### src/rtl/fir_sched_pkg.sv
// fir_sched_pkg: shared defaults, tap-index width and FSM state type for the FIR MAC scheduler
package fir_sched_pkg;
   localparam int RATE_DEF = 8;
   localparam int NUM_TAPS_DEF = 191;
   localparam int ADDR_WIDTH_DEF = 8;
   localparam int TAP_W = 9;
   typedef enum logic [1:0] {IDLE, RUN, DUMP} state_t;
endpackage

### src/rtl/fir_mac_scheduler_deci.sv
// fir_deci_ctr: per-channel sample-RAM write pointer and decimation counter with end-of-block strobe
module fir_deci_ctr
   import fir_sched_pkg::*;
#(
   parameter int RATE = RATE_DEF,
   parameter int ADDR_WIDTH = ADDR_WIDTH_DEF
) (
   input  logic                  clk,
   input  logic                  reset,
   input  logic                  s_valid,
   output logic [ADDR_WIDTH-1:0] wr_addr,
   output logic                  strobe
);
   localparam int CW = RATE > 1 ? $clog2(RATE) : 1;
   logic [CW-1:0] cnt;
   assign strobe = s_valid && cnt == CW'(RATE - 1);
   always_ff @(posedge clk or posedge reset)
      if (reset) begin
         wr_addr <= '0;
         cnt <= '0;
      end else if (s_valid) begin
         wr_addr <= wr_addr + 1'b1;
         cnt <= strobe ? '0 : cnt + 1'b1;
      end
endmodule

### src/rtl/fir_mac_scheduler.sv
// fir_mac_scheduler: two-channel decimating FIR MAC sequencer with round-robin tie arbitration.
// Define FIR_SCHED_OVERRUN_EN to build sticky per-channel overrun flags.
module fir_mac_scheduler
   import fir_sched_pkg::*;
#(
   parameter int RATE = RATE_DEF,
   parameter int NUM_TAPS = NUM_TAPS_DEF,
   parameter int ADDR_WIDTH = ADDR_WIDTH_DEF
) (
   input  logic                  clk,
   input  logic                  reset,
   input  logic [1:0]            s_valid,
   output logic [ADDR_WIDTH-1:0] wr_addr0,
   output logic [ADDR_WIDTH-1:0] wr_addr1,
   output logic [ADDR_WIDTH-1:0] rd_addr,
   output logic                  rd_ch,
   output logic [TAP_W-1:0]      tap_idx,
   output logic                  mac_clear,
   output logic                  mac_en,
   output logic                  mac_dump,
   output logic                  dump_ch,
   output logic                  busy,
   output logic [1:0]            overrun
);
   localparam logic [TAP_W-1:0] LAST = TAP_W'(NUM_TAPS - 1);
   state_t state, state_nx;
   logic [1:0] strobe, pending, clr;
   logic [ADDR_WIDTH-1:0] wr [2];
   logic [ADDR_WIDTH-1:0] base [2];
   logic [ADDR_WIDTH-1:0] rd_ptr;
   logic [TAP_W-1:0] k;
   logic grant, gnt, gnt_nx, tie_pri;

   for (genvar c = 0; c < 2; c++) begin : g_ch
      fir_deci_ctr #(.RATE(RATE), .ADDR_WIDTH(ADDR_WIDTH)) u_ctr (
         .clk(clk),
         .reset(reset),
         .s_valid(s_valid[c]),
         .wr_addr(wr[c]),
         .strobe(strobe[c])
      );
   end

   assign wr_addr0 = wr[0];
   assign wr_addr1 = wr[1];
   assign busy = state != IDLE;
   assign rd_addr = state == RUN ? rd_ptr : '0;
   assign rd_ch = state == RUN && gnt;
   // tie_pri only moves on contested grants, so a lone request never steals the next tie
   assign grant = state == IDLE && pending != 2'b00;
   assign gnt_nx = pending == 2'b11 ? tie_pri : pending[1];
   assign clr = grant ? (gnt_nx ? 2'b10 : 2'b01) : 2'b00;

   always_comb begin
      state_nx = state;
      if (grant) state_nx = RUN;
      else if (state == RUN && k == LAST) state_nx = DUMP;
      else if (state == DUMP) state_nx = IDLE;
   end

   always_ff @(posedge clk or posedge reset)
      if (reset) begin
         state <= IDLE;
         pending <= '0;
         base <= '{default: '0};
         rd_ptr <= '0;
         k <= '0;
         gnt <= 1'b0;
         tie_pri <= 1'b0;
         mac_en <= 1'b0;
         mac_clear <= 1'b0;
         mac_dump <= 1'b0;
         dump_ch <= 1'b0;
         tap_idx <= '0;
      end else begin
         state <= state_nx;
         pending <= (pending & ~clr) | strobe;
         for (int c = 0; c < 2; c++) if (strobe[c]) base[c] <= wr[c];
         // the pass snapshots its start address so later strobes cannot disturb it
         if (grant) begin
            gnt <= gnt_nx;
            rd_ptr <= base[gnt_nx] - ADDR_WIDTH'(NUM_TAPS - 1);
            k <= '0;
            if (pending == 2'b11) tie_pri <= ~gnt_nx;
         end else if (state == RUN) begin
            rd_ptr <= rd_ptr + 1'b1;
            k <= k + 1'b1;
         end
         mac_en <= state == RUN;
         mac_clear <= state == RUN && k == '0;
         tap_idx <= state == RUN ? k : '0;
         mac_dump <= state == DUMP;
         dump_ch <= state == DUMP && gnt;
      end

`ifdef FIR_SCHED_OVERRUN_EN
   always_ff @(posedge clk or posedge reset)
      if (reset) overrun <= '0;
      else overrun <= overrun | (strobe & pending & ~clr);
`else
   assign overrun = 2'b00;
`endif
endmodule

### config.mk
export PLATFORM = sky130hd
export DESIGN_NAME = fir_mac_scheduler
export DESIGN_NICKNAME = d
export VERILOG_FILES = /design/src/rtl/fir_sched_pkg.sv /design/src/rtl/fir_mac_scheduler_deci.sv /design/src/rtl/fir_mac_scheduler.sv
export SDC_FILE = /design/constraint.sdc
export NUM_CORES = 1
export LEC_CHECK = 0
export ABC_CLOCK_PERIOD_IN_PS = 2300
export BUFFER_PORTS_ARGS = -buffer_cell sky130_fd_sc_hd__buf_4
export CORE_MARGIN = 10
export CORE_UTILIZATION = 30
export DETAILED_ROUTE_END_ITERATION = 10
export PLACE_DENSITY = 0.59
export SETUP_SLACK_MARGIN = 0.02
export SYNTH_ARGS = -nofsm -noshare
export SYNTH_HDL_FRONTEND = slang
export SYNTH_HIERARCHICAL = 1
export SYNTH_SLANG_ARGS = --single-unit
### constraint.sdc
create_clock -name clk -period 2.3 [get_ports clk]
set_input_delay 0.115 -clock clk [delete_from_list [all_inputs] [get_ports clk]]
set_output_delay 0.115 -clock clk [all_outputs]
set_load 0.01 [all_outputs]
==> results of run 1 <==
[layer usage]
layer / routed length [um] / global-route usage
met2: 3310 / 0.140
met5: 0 / 0
met3: 477 / 0.0402
met4: 135 / 0.0386
met1: 3290 / 0.111
[Yosys cell counts (all sizes together) (5+ instances only)]
library cell	n	area [um^2]
dfrtp	74	1850
nand2	31	119
mux2	24	270
and2	20	125
nor2	19	73.8
xor2	19	166
xnor2	15	131
o21ai	14	70.1
nand3	12	60.1
ha	11	138
nand4	11	81.3
buf	10	63.8
inv	10	40.0
and3	9	56.3
nor3	5	40.0
[flip-flops by register name, summed over array words and instances, names as in the netlist]
| register | count |
|---|---|
| base | 16 |
| g_ch.u_ctr/wr_addr | 16 |
| k | 9 |
| tap_idx | 9 |
| rd_ptr | 8 |
| g_ch.u_ctr/cnt | 6 |
| pending | 2 |
| state | 2 |
| dump_ch | 1 |
| gnt | 1 |
| mac_clear | 1 |
| mac_dump | 1 |
| mac_en | 1 |
| tie_pri | 1 |
[kinds of logic (layout without fill, tap and decap cells)]
family                     after synthesis  after routing  share of synthesized area
DFF                                     74             74                      0.523
buffers and inverters                   24             72                     0.0336
other                                    1              2                    0.00106
muxes                                   28             28                     0.0876
and+or+nand+nor                        117            117                      0.183
AOI/OAI and AO/OA                       28             28                     0.0495
adders and majority gates               11             11                     0.0389
xor gates and xnor gates                34             34                     0.0841
[final cells by class]
type / count / area, um^2
Fill cell: 1128 / 7160
Sequential cell: 74 / 1850
Multi-Input combinational cell: 220 / 1580
Timing Repair Buffer: 46 / 348
Clock buffer: 12 / 236
Tap cell: 143 / 179
Clock inverter: 4 / 76.3
Inverter: 10 / 40.0
[how the worst max path moves through the flow]
stage                endpoint  slack (ns)
detailed placement  rd_ptr[5]        0.42
global placement    rd_ptr[5]        0.47
global route        rd_ptr[5]        0.26
CTS                 rd_ptr[5]        0.41
finish              rd_ptr[5]        0.40
floorplan           rd_ptr[5]        0.35
[power breakdown]
| group | internal (mW) | leakage (nW) | total [mW] | switching, mW |
|---|---|---|---|---|
| clock | 0.952 | 0.147 | 1.47 | 0.516 |
| combinational | 0.561 | 0.895 | 1.01 | 0.445 |
| sequential | 1.59 | 0.910 | 1.96 | 0.368 |
| total | 3.11 | 1.95 | 4.43 | 1.33 |
[worst max-delay path: cells and delay by family (launching register included)]
| family | cells | cell delay (ns) |
|---|---|---|
| mux | 1 | 0.34 |
| compound gates | 2 | 0.17 |
| simple gates | 4 | 0.38 |
| xor+xnor | 1 | 0.15 |
| fa+ha+maj | 1 | 0.26 |
| flops | 1 | 0.48 |
[timing repair]
action,4_1_cts,5_1_grt
hold endpoints to repair,28,0
endpoints found under the setup margin,0,0
hold buffers,1,0
[stage by stage]
step,total power [mW],hold slack [ns],setup slack [ns],cells,util
2_1_floorplan,2.61,-0.0326,0.346,318,-
3_3_place_gp,2.99,0.159,0.470,492,0.347
3_5_place_dp,3.01,0.162,0.419,492,0.347
4_1_cts,4.52,0.0375,0.411,509,0.376
5_1_grt,4.73,0.0438,0.260,509,0.376
6_report,4.43,0.0524,0.397,509,0.376
==> results.sh, run 1 <==
export IMPL_end_kind="register"
export IMPL_cts_buffers_inserted=9
export IMPL_cts_root_buf="clkbuf_16"
export IMPL_final_cell_mix="dfrtp_1, buf_4, nand2_1, mux2_2, and2_1"
export IMPL_wl_um=7220
export IMPL_ys_flop_type="dfrtp_1"
export IMPL_synthCells=317
export IMPL_cts_tree="built"
export IMPL_first_pass_iters=4
export IMPL_ys_warn_count=6
export IMPL_power_density_nw_per_um2=1030
export IMPL_leakage_nw=1.95
export IMPL_grt_ovfl_total=0
export IMPL_startpoint_type="register"
export IMPL_cp_startpoint="pending[0]"
export IMPL_async_flop_share=1.00
export IMPL_finalInstanceArea_um2=4310
export IMPL_insertion_delay_ns=0.33
export IMPL_grt_pass1_wl_um=12300
export IMPL_grt_usage=0.0919
export IMPL_fp_coreArea_um2=11500
export IMPL_areaGrowthSynthToFinish_pct=21.6
export IMPL_ys_seq_area_frac=0.523
export IMPL_insertedDiodeCount=0
export IMPL_layout_min_cycle_time_ns=1.90
export IMPL_worst_pin_slew_ns=0.758
export IMPL_layout_commonest_cell="dfrtp_1"
export IMPL_num_vias=2341
export IMPL_die_area_um2=16600
export IMPL_synth_edf_count=0
export IMPL_wire_per_inst_um=14.2
export IMPL_post_route_period_util=0.828
export IMPL_ys_ff_latch=74
export IMPL_r2r_cells=9
export IMPL_hold_end="g_ch[0].u_ctr/wr_addr[0]"
export IMPL_drc_errors=0
export IMPL_antenna_found_initial=0
export IMPL_slew_violations=0
export IMPL_path_class="reg -> reg"
export IMPL_clock_fmax_ghz=0.525
export IMPL_routed_via_density=4.60
export IMPL_grt_max_degree=53
export IMPL_r2r_slack_ns=0.40
export IMPL_gp_congestion=0.800
export IMPL_final_hold_viol_count=0
export IMPL_peakVddDrop_mv=0.777
export IMPL_htreeDepth=3
export IMPL_crit_reg2reg_launch="pending[0]"
export IMPL_ant_nets=0
export IMPL_placed_area_um2=3980
export IMPL_hold_class="in -> reg"
export IMPL_synth_area_um2=3540
export IMPL_clk_path_buf_depth=2
export IMPL_arrival_ns=2.10
export IMPL_rows=39
export IMPL_ys_types=44
export IMPL_nets=376
export IMPL_drtIter0Drc=197
export IMPL_drive_above_1_share=0.251
export IMPL_fp_dieH_um=129
export IMPL_critPathMaxStageDelay_ns=0.48
export IMPL_path_clk_slew_ns=0.06
export IMPL_finalSetupTns_ns=0
export IMPL_rsz0062_at_grt="no"
export IMPL_boundaryPins=45
export IMPL_status="completed"
export IMPL_hold_depth=2
export IMPL_maxCapViolCount=0
export IMPL_slew_headroom=0.491
export IMPL_crit_fanout=8
export IMPL_cts_resized=0
export IMPL_setup_violations=0
export IMPL_io_buffer_count=42
export IMPL_post_synth_cell_area_avg_um2=11.2
export IMPL_cts_sinks=74
export IMPL_skew_ns=0.00953
export IMPL_path_cells="nand2b_4, nand2_2, mux2_1, ha_1, nand3_1, xor2_1, nand2_1, o211ai_1, o21ai_1"
export IMPL_worst_r2r_endpoint="rd_ptr[5]"
export IMPL_die_x_um=129
export IMPL_min_from="s_valid[0]"
export IMPL_slowest_stage="dfrtp_1"
export IMPL_grt_pass1_vias=2438
export IMPL_hpwl_um=5320
export IMPL_cts_setup_buffers=0
export IMPL_start_util=0.309
export IMPL_required_ns=2.50
(Power assumes the default switching activity.)
==> inputs of run 2 (changes only) <==
- ABC_CLOCK_PERIOD_IN_PS: 2300 -> 1900
- clock period: 2.3 -> 1.9 ns (I/O delays scaled with it)
==> results.sh, run 2 (synthesis results as in run 1) <==
export IMPL_start_util=0.309
export IMPL_worst_pin_slew_ns=0.685
export IMPL_peakVddDrop_mv=0.935
export IMPL_use_met1=0.118
export IMPL_num_vias=2390
export IMPL_die_area_um2=16600
export IMPL_setup_violations=0
export IMPL_routed_via_density=4.64
export IMPL_finalSetupTns_ns=0
export IMPL_arrival_ns=2.02
export IMPL_fp_dieH_um=129
export IMPL_slowest_stage="dfrtp_1"
export IMPL_final_cell_count_no_fill=515
export IMPL_boundaryPins=45
export IMPL_first_pass_iters=4
export IMPL_ant_nets=0
export IMPL_cp_startpoint="tie_pri"
export IMPL_path_class="reg -> reg"
export IMPL_cts_tree="built"
export IMPL_die_x_um=129
export IMPL_finalInstanceArea_um2=4420
export IMPL_critPathMaxStageDelay_ns=0.37
export IMPL_rsz0062_at_grt="no"
export IMPL_final_cell_mix="dfrtp_1, buf_4, nand2_1, mux2_2, and2_1"
export IMPL_leakage_nw=2.01
export IMPL_end_kind="register"
export IMPL_power_density_nw_per_um2=1280
export IMPL_multi_input_area_um2=1590
export IMPL_slew_headroom=0.540
export IMPL_timing_hold_ws_ns=0.0357
export IMPL_layout_min_cycle_time_ns=1.81
export IMPL_wl_um=7510
export IMPL_hpwl_um=5510
export IMPL_fp_coreArea_um2=11500
export IMPL_placed_area_um2=4040
export IMPL_clock_fmax_ghz=0.553
export IMPL_grt_max_degree=30
export IMPL_required_ns=2.11
export IMPL_slew_violations=0
export IMPL_path_cells="nand2b_4, nand2_2, mux2_2, ha_2, nand3_1, xor2_1, nand2_1, o211ai_1, o21ai_1"
export IMPL_met2_usage=0.149
export IMPL_post_route_period_util=0.952
export IMPL_gp_congestion=0.848
export IMPL_crit_fanout=6
export IMPL_drc_errors=0
export IMPL_cp_endpoint="rd_ptr[5]"
export IMPL_grt_pass1_vias=2474
export IMPL_final_hold_viol_count=0
export IMPL_rows=39
export IMPL_top_regs="base x16, g_ch.u_ctr/wr_addr x16"
export IMPL_nets=382
export IMPL_hold_class="in -> reg"
export IMPL_antenna_found_initial=0
export IMPL_htreeDepth=3
export IMPL_skew_ns=0.00468
export IMPL_cts_root_buf="clkbuf_16"
export IMPL_busiest_layer="met2"
export IMPL_maxCapViolCount=0
export IMPL_clk_path_buf_depth=2
export IMPL_crit_reg2reg_launch="tie_pri"
export IMPL_worst_r2r_endpoint="rd_ptr[5]"
export IMPL_grt_pass1_wl_um=12600
export IMPL_dp_cells=497
export IMPL_insertedDiodeCount=0
export IMPL_wire_per_inst_um=14.6
export IMPL_cts_sinks=74
export IMPL_grt_usage=0.0959
export IMPL_areaGrowthSynthToFinish_pct=24.7
export IMPL_grt_ovfl_total=0
export IMPL_startpoint_type="register"
export IMPL_utilization=0.385
export IMPL_drive_above_1_share=0.274
export IMPL_nFillCells=1116
export IMPL_io_buffer_count=42
export IMPL_path_clk_slew_ns=0.06
export IMPL_grtUsageMet3=0.0349
export IMPL_regArea_um2=1850
export IMPL_layout_commonest_cell="dfrtp_1"
export IMPL_status="completed"
export IMPL_r2r_slack_ns=0.09
export IMPL_insertion_delay_ns=0.33
export IMPL_r2r_cells=9
export IMPL_drtIter0Drc=115
export IMPL_cts_buffers_inserted=9
run 2: cell types whose count changed in the layout (fill, tap and decap cells not counted), sizes merged:
| cell | delta |
|---|---|
| bufinv | +1 |
| buf | +6 |
| clkinv | -1 |
run 2: worst min-delay path by stage:
stage                     from                        to  slack (ns)  cells past startpoint
floorplan                reset      g_ch[0].u_ctr/cnt[0]       -0.05                      1
global placement         reset                   base[1]        0.05                      2
detailed placement       reset                   base[1]        0.05                      2
CTS                 s_valid[0]  g_ch[0].u_ctr/wr_addr[0]        0.02                      2
global route        s_valid[1]  g_ch[1].u_ctr/wr_addr[0]        0.04                      2
finish              s_valid[0]  g_ch[0].u_ctr/wr_addr[0]        0.04                      2
run 2: repair_timing:
action	4_1_cts	5_1_grt
resized for setup	1	2
setup endpoints to repair	5	6
cloned	0	0
setup buffers	0	1
endpoints found under the hold margin	59	0
hold buffers	1	0
run 2: where the power goes:
part / switching (mW) / internal [mW]
logic: 0.593 / 0.728
clock network: 0.634 / 1.35
registers: 0.431 / 1.93
total: 1.66 / 4.01
run 2: cell type report:
cell class              instances  area share
inverters                      10     0.00963
well taps                     143      0.0405
flip-flops and latches         74       0.419
clock inverters                 4      0.0221
clock buffers                  12      0.0581
multi-input cells             220       0.359
repair buffers                 52      0.0918
run 2: per-stage QoR:
step | total power, mW | worst slack, ns
6_report | 5.67 | 0.0920
5_1_grt | 6.02 | 0.0232
4_1_cts | 5.76 | 0.0483
3_5_place_dp | 3.72 | 0.0603
3_3_place_gp | 3.67 | 0.111
2_1_floorplan | 3.17 | 0.0259
run 2: critical path: cells and delay by family (launching register included):
kind                     cells  cell delay (ns)
multiplexers                 1             0.36
AND/OR/NAND/NOR              4             0.43
adder cells (fa/ha/maj)      1             0.20
AO/OA/AOI/OAI                2             0.16
flip-flops                   1             0.37
XOR/XNOR                     1             0.15
run 2: routing by layer:
| layer | vias up | routed length, um |
|---|---|---|
| li1 | 1175 | - |
| met1 | 1161 | 3480 |
| met2 | 46 | 3590 |
| met3 | 8 | 339 |
| met4 | 0 | 106 |
| met5 | - | 0 |
==> inputs of run 3 (changes only) <==
- ABC_CLOCK_PERIOD_IN_PS: 1900 -> 2200
- PLACE_DENSITY: 0.59 -> default
- PLACE_DENSITY_LB_ADDON: default -> 0.1
- clock period: 1.9 -> 2.2 ns (I/O delays scaled with it)
==> results.sh, run 3 (synthesis results as in run 1) <==
export IMPL_die_x_um=129
export IMPL_first_pass_iters=4
export IMPL_grt_pass1_vias=2440
export IMPL_peakVddDrop_mv=0.480
export IMPL_grt_max_degree=34
export IMPL_areaGrowthSynthToFinish_pct=22.0
export IMPL_finalSetupTns_ns=0
export IMPL_boundaryPins=45
export IMPL_top_regs="base x16, g_ch.u_ctr/wr_addr x16"
export IMPL_cts_root_buf="clkbuf_16"
export IMPL_grt_pass1_wl_um=12800
export IMPL_fp_dieH_um=129
export IMPL_hpwl_um=5430
export IMPL_die_area_um2=16600
export IMPL_required_ns=2.42
export IMPL_min_from="s_valid[1]"
export IMPL_routed_via_density=4.66
export IMPL_grt_usage=0.0969
export IMPL_path_clk_slew_ns=0.05
export IMPL_htreeDepth=3
export IMPL_hold_class="in -> reg"
export IMPL_cts_tree="built"
export IMPL_slowest_stage="dfrtp_1"
export IMPL_drive_above_1_share=0.260
export IMPL_path_cells="nand2b_4, nand2_2, mux2_2, ha_1, nand3_1, xor2_1, nand2_1, o211ai_1, o21ai_1"
export IMPL_layout_commonest_cell="dfrtp_1"
export IMPL_finalInstanceArea_um2=4320
export IMPL_clk_path_buf_depth=2
export IMPL_cts_buffers_inserted=9
export IMPL_regArea_um2=1850
export IMPL_crit_reg2reg_launch="pending[0]"
export IMPL_clock_fmax_ghz=0.499
export IMPL_path_class="reg -> reg"
export IMPL_crit_fanout=9
export IMPL_power_density_nw_per_um2=1070
export IMPL_slew_violations=0
export IMPL_placed_area_um2=4000
export IMPL_cts_resized=0
export IMPL_start_util=0.309
export IMPL_cts_sinks=74
export IMPL_final_cell_mix="dfrtp_1, buf_4, nand2_1, mux2_2, and2_1"
export IMPL_maxCapViolCount=0
export IMPL_final_hold_viol_count=0
export IMPL_num_vias=2371
export IMPL_cp_startpoint="pending[0]"
export IMPL_grt_ovfl_total=0
export IMPL_fp_coreArea_um2=11500
export IMPL_skew_ns=0.00726
export IMPL_insertedDiodeCount=0
export IMPL_insertion_delay_ns=0.34
export IMPL_status="completed"
export IMPL_end_kind="register"
export IMPL_post_route_period_util=0.912
export IMPL_io_buffer_count=42
export IMPL_gp_congestion=0.763
export IMPL_antenna_found_initial=0
export IMPL_worst_pin_slew_ns=0.739
export IMPL_wl_um=7480
export IMPL_leakage_nw=1.97
export IMPL_critPathMaxStageDelay_ns=0.49
export IMPL_arrival_ns=2.22
export IMPL_startpoint_type="register"
export IMPL_nets=377
export IMPL_setup_violations=0
export IMPL_nFillCells=1148
export IMPL_drc_errors=0
export IMPL_ant_nets=0
export IMPL_slew_headroom=0.504
export IMPL_wire_per_inst_um=14.7
export IMPL_rsz0062_at_grt="no"
export IMPL_multi_input_area_um2=1580
export IMPL_drtIter0Drc=109
export IMPL_layout_min_cycle_time_ns=2.01
export IMPL_rows=39
[run 3: power by group]
| part | switching [mW] | internal (mW) | total, mW |
|---|---|---|---|
| clock | 0.552 | 0.979 | 1.53 |
| sequential | 0.395 | 1.67 | 2.06 |
| combinational | 0.452 | 0.587 | 1.04 |
| total | 1.40 | 3.23 | 4.63 |
[run 3: final cells by class]
cell class | count | area share
clock inverter | 6 | 0.0191
sequential | 74 | 0.428
tap | 143 | 0.0414
timing repair buffer | 47 | 0.0851
clock buffer | 9 | 0.0521
multi-input combinational | 220 | 0.365
inverter | 10 | 0.00926
[run 3: through the flow]
step	power (mW)	worst slack [ns]	util	hold slack [ns]	std cells
after floorplan	2.73	0.246	-	-0.0376	318
after global placement	3.13	0.249	0.349	0.168	493
after detailed placement	3.15	0.201	0.349	0.170	493
after CTS	4.71	0.192	0.377	0.0388	509
after global routing	4.97	0.0211	0.377	0.0660	509
final	4.63	0.194	0.377	0.0512	509
[run 3: layer usage]
metal	track usage	wire length, um	share of wire	vias to the layer above
li1	-	-	-	1168
met3	0.0398	460	0.061	9
met2	0.132	3240	0.43	50
met4	0.0413	105	0.014	0
met1	0.132	3680	0.49	1144
met5	0	0	0	-
[run 3: path summary, 6_finish.rpt]
check	slack (ns)	depth (start not counted)	to
worst min-delay path	0.05	2	g_ch[1].u_ctr/wr_addr[0]
min in group asynchronous	0.35	3	g_ch[1].u_ctr/wr_addr[4]
worst max register to register	0.19	9	rd_ptr[5]
worst max-delay path	0.19	9	rd_ptr[5]
max in group asynchronous	1.30	4	base[0]
worst min register to register	0.50	1	tie_pri
[run 3: worst max-delay path, delay by kind of cell, from the launching register on]
kind            cells  cell delay (ns)
xor+xnor            1             0.14
mux                 1             0.37
fa+ha+maj           1             0.24
compound gates      2             0.17
simple gates        4             0.46
flops               1             0.49
[run 3: timing repair]
item / in CTS / in global routing
hold buffers: 1 / 0
setup buffers: 0 / 0
hold endpoints to repair: 41 / 0
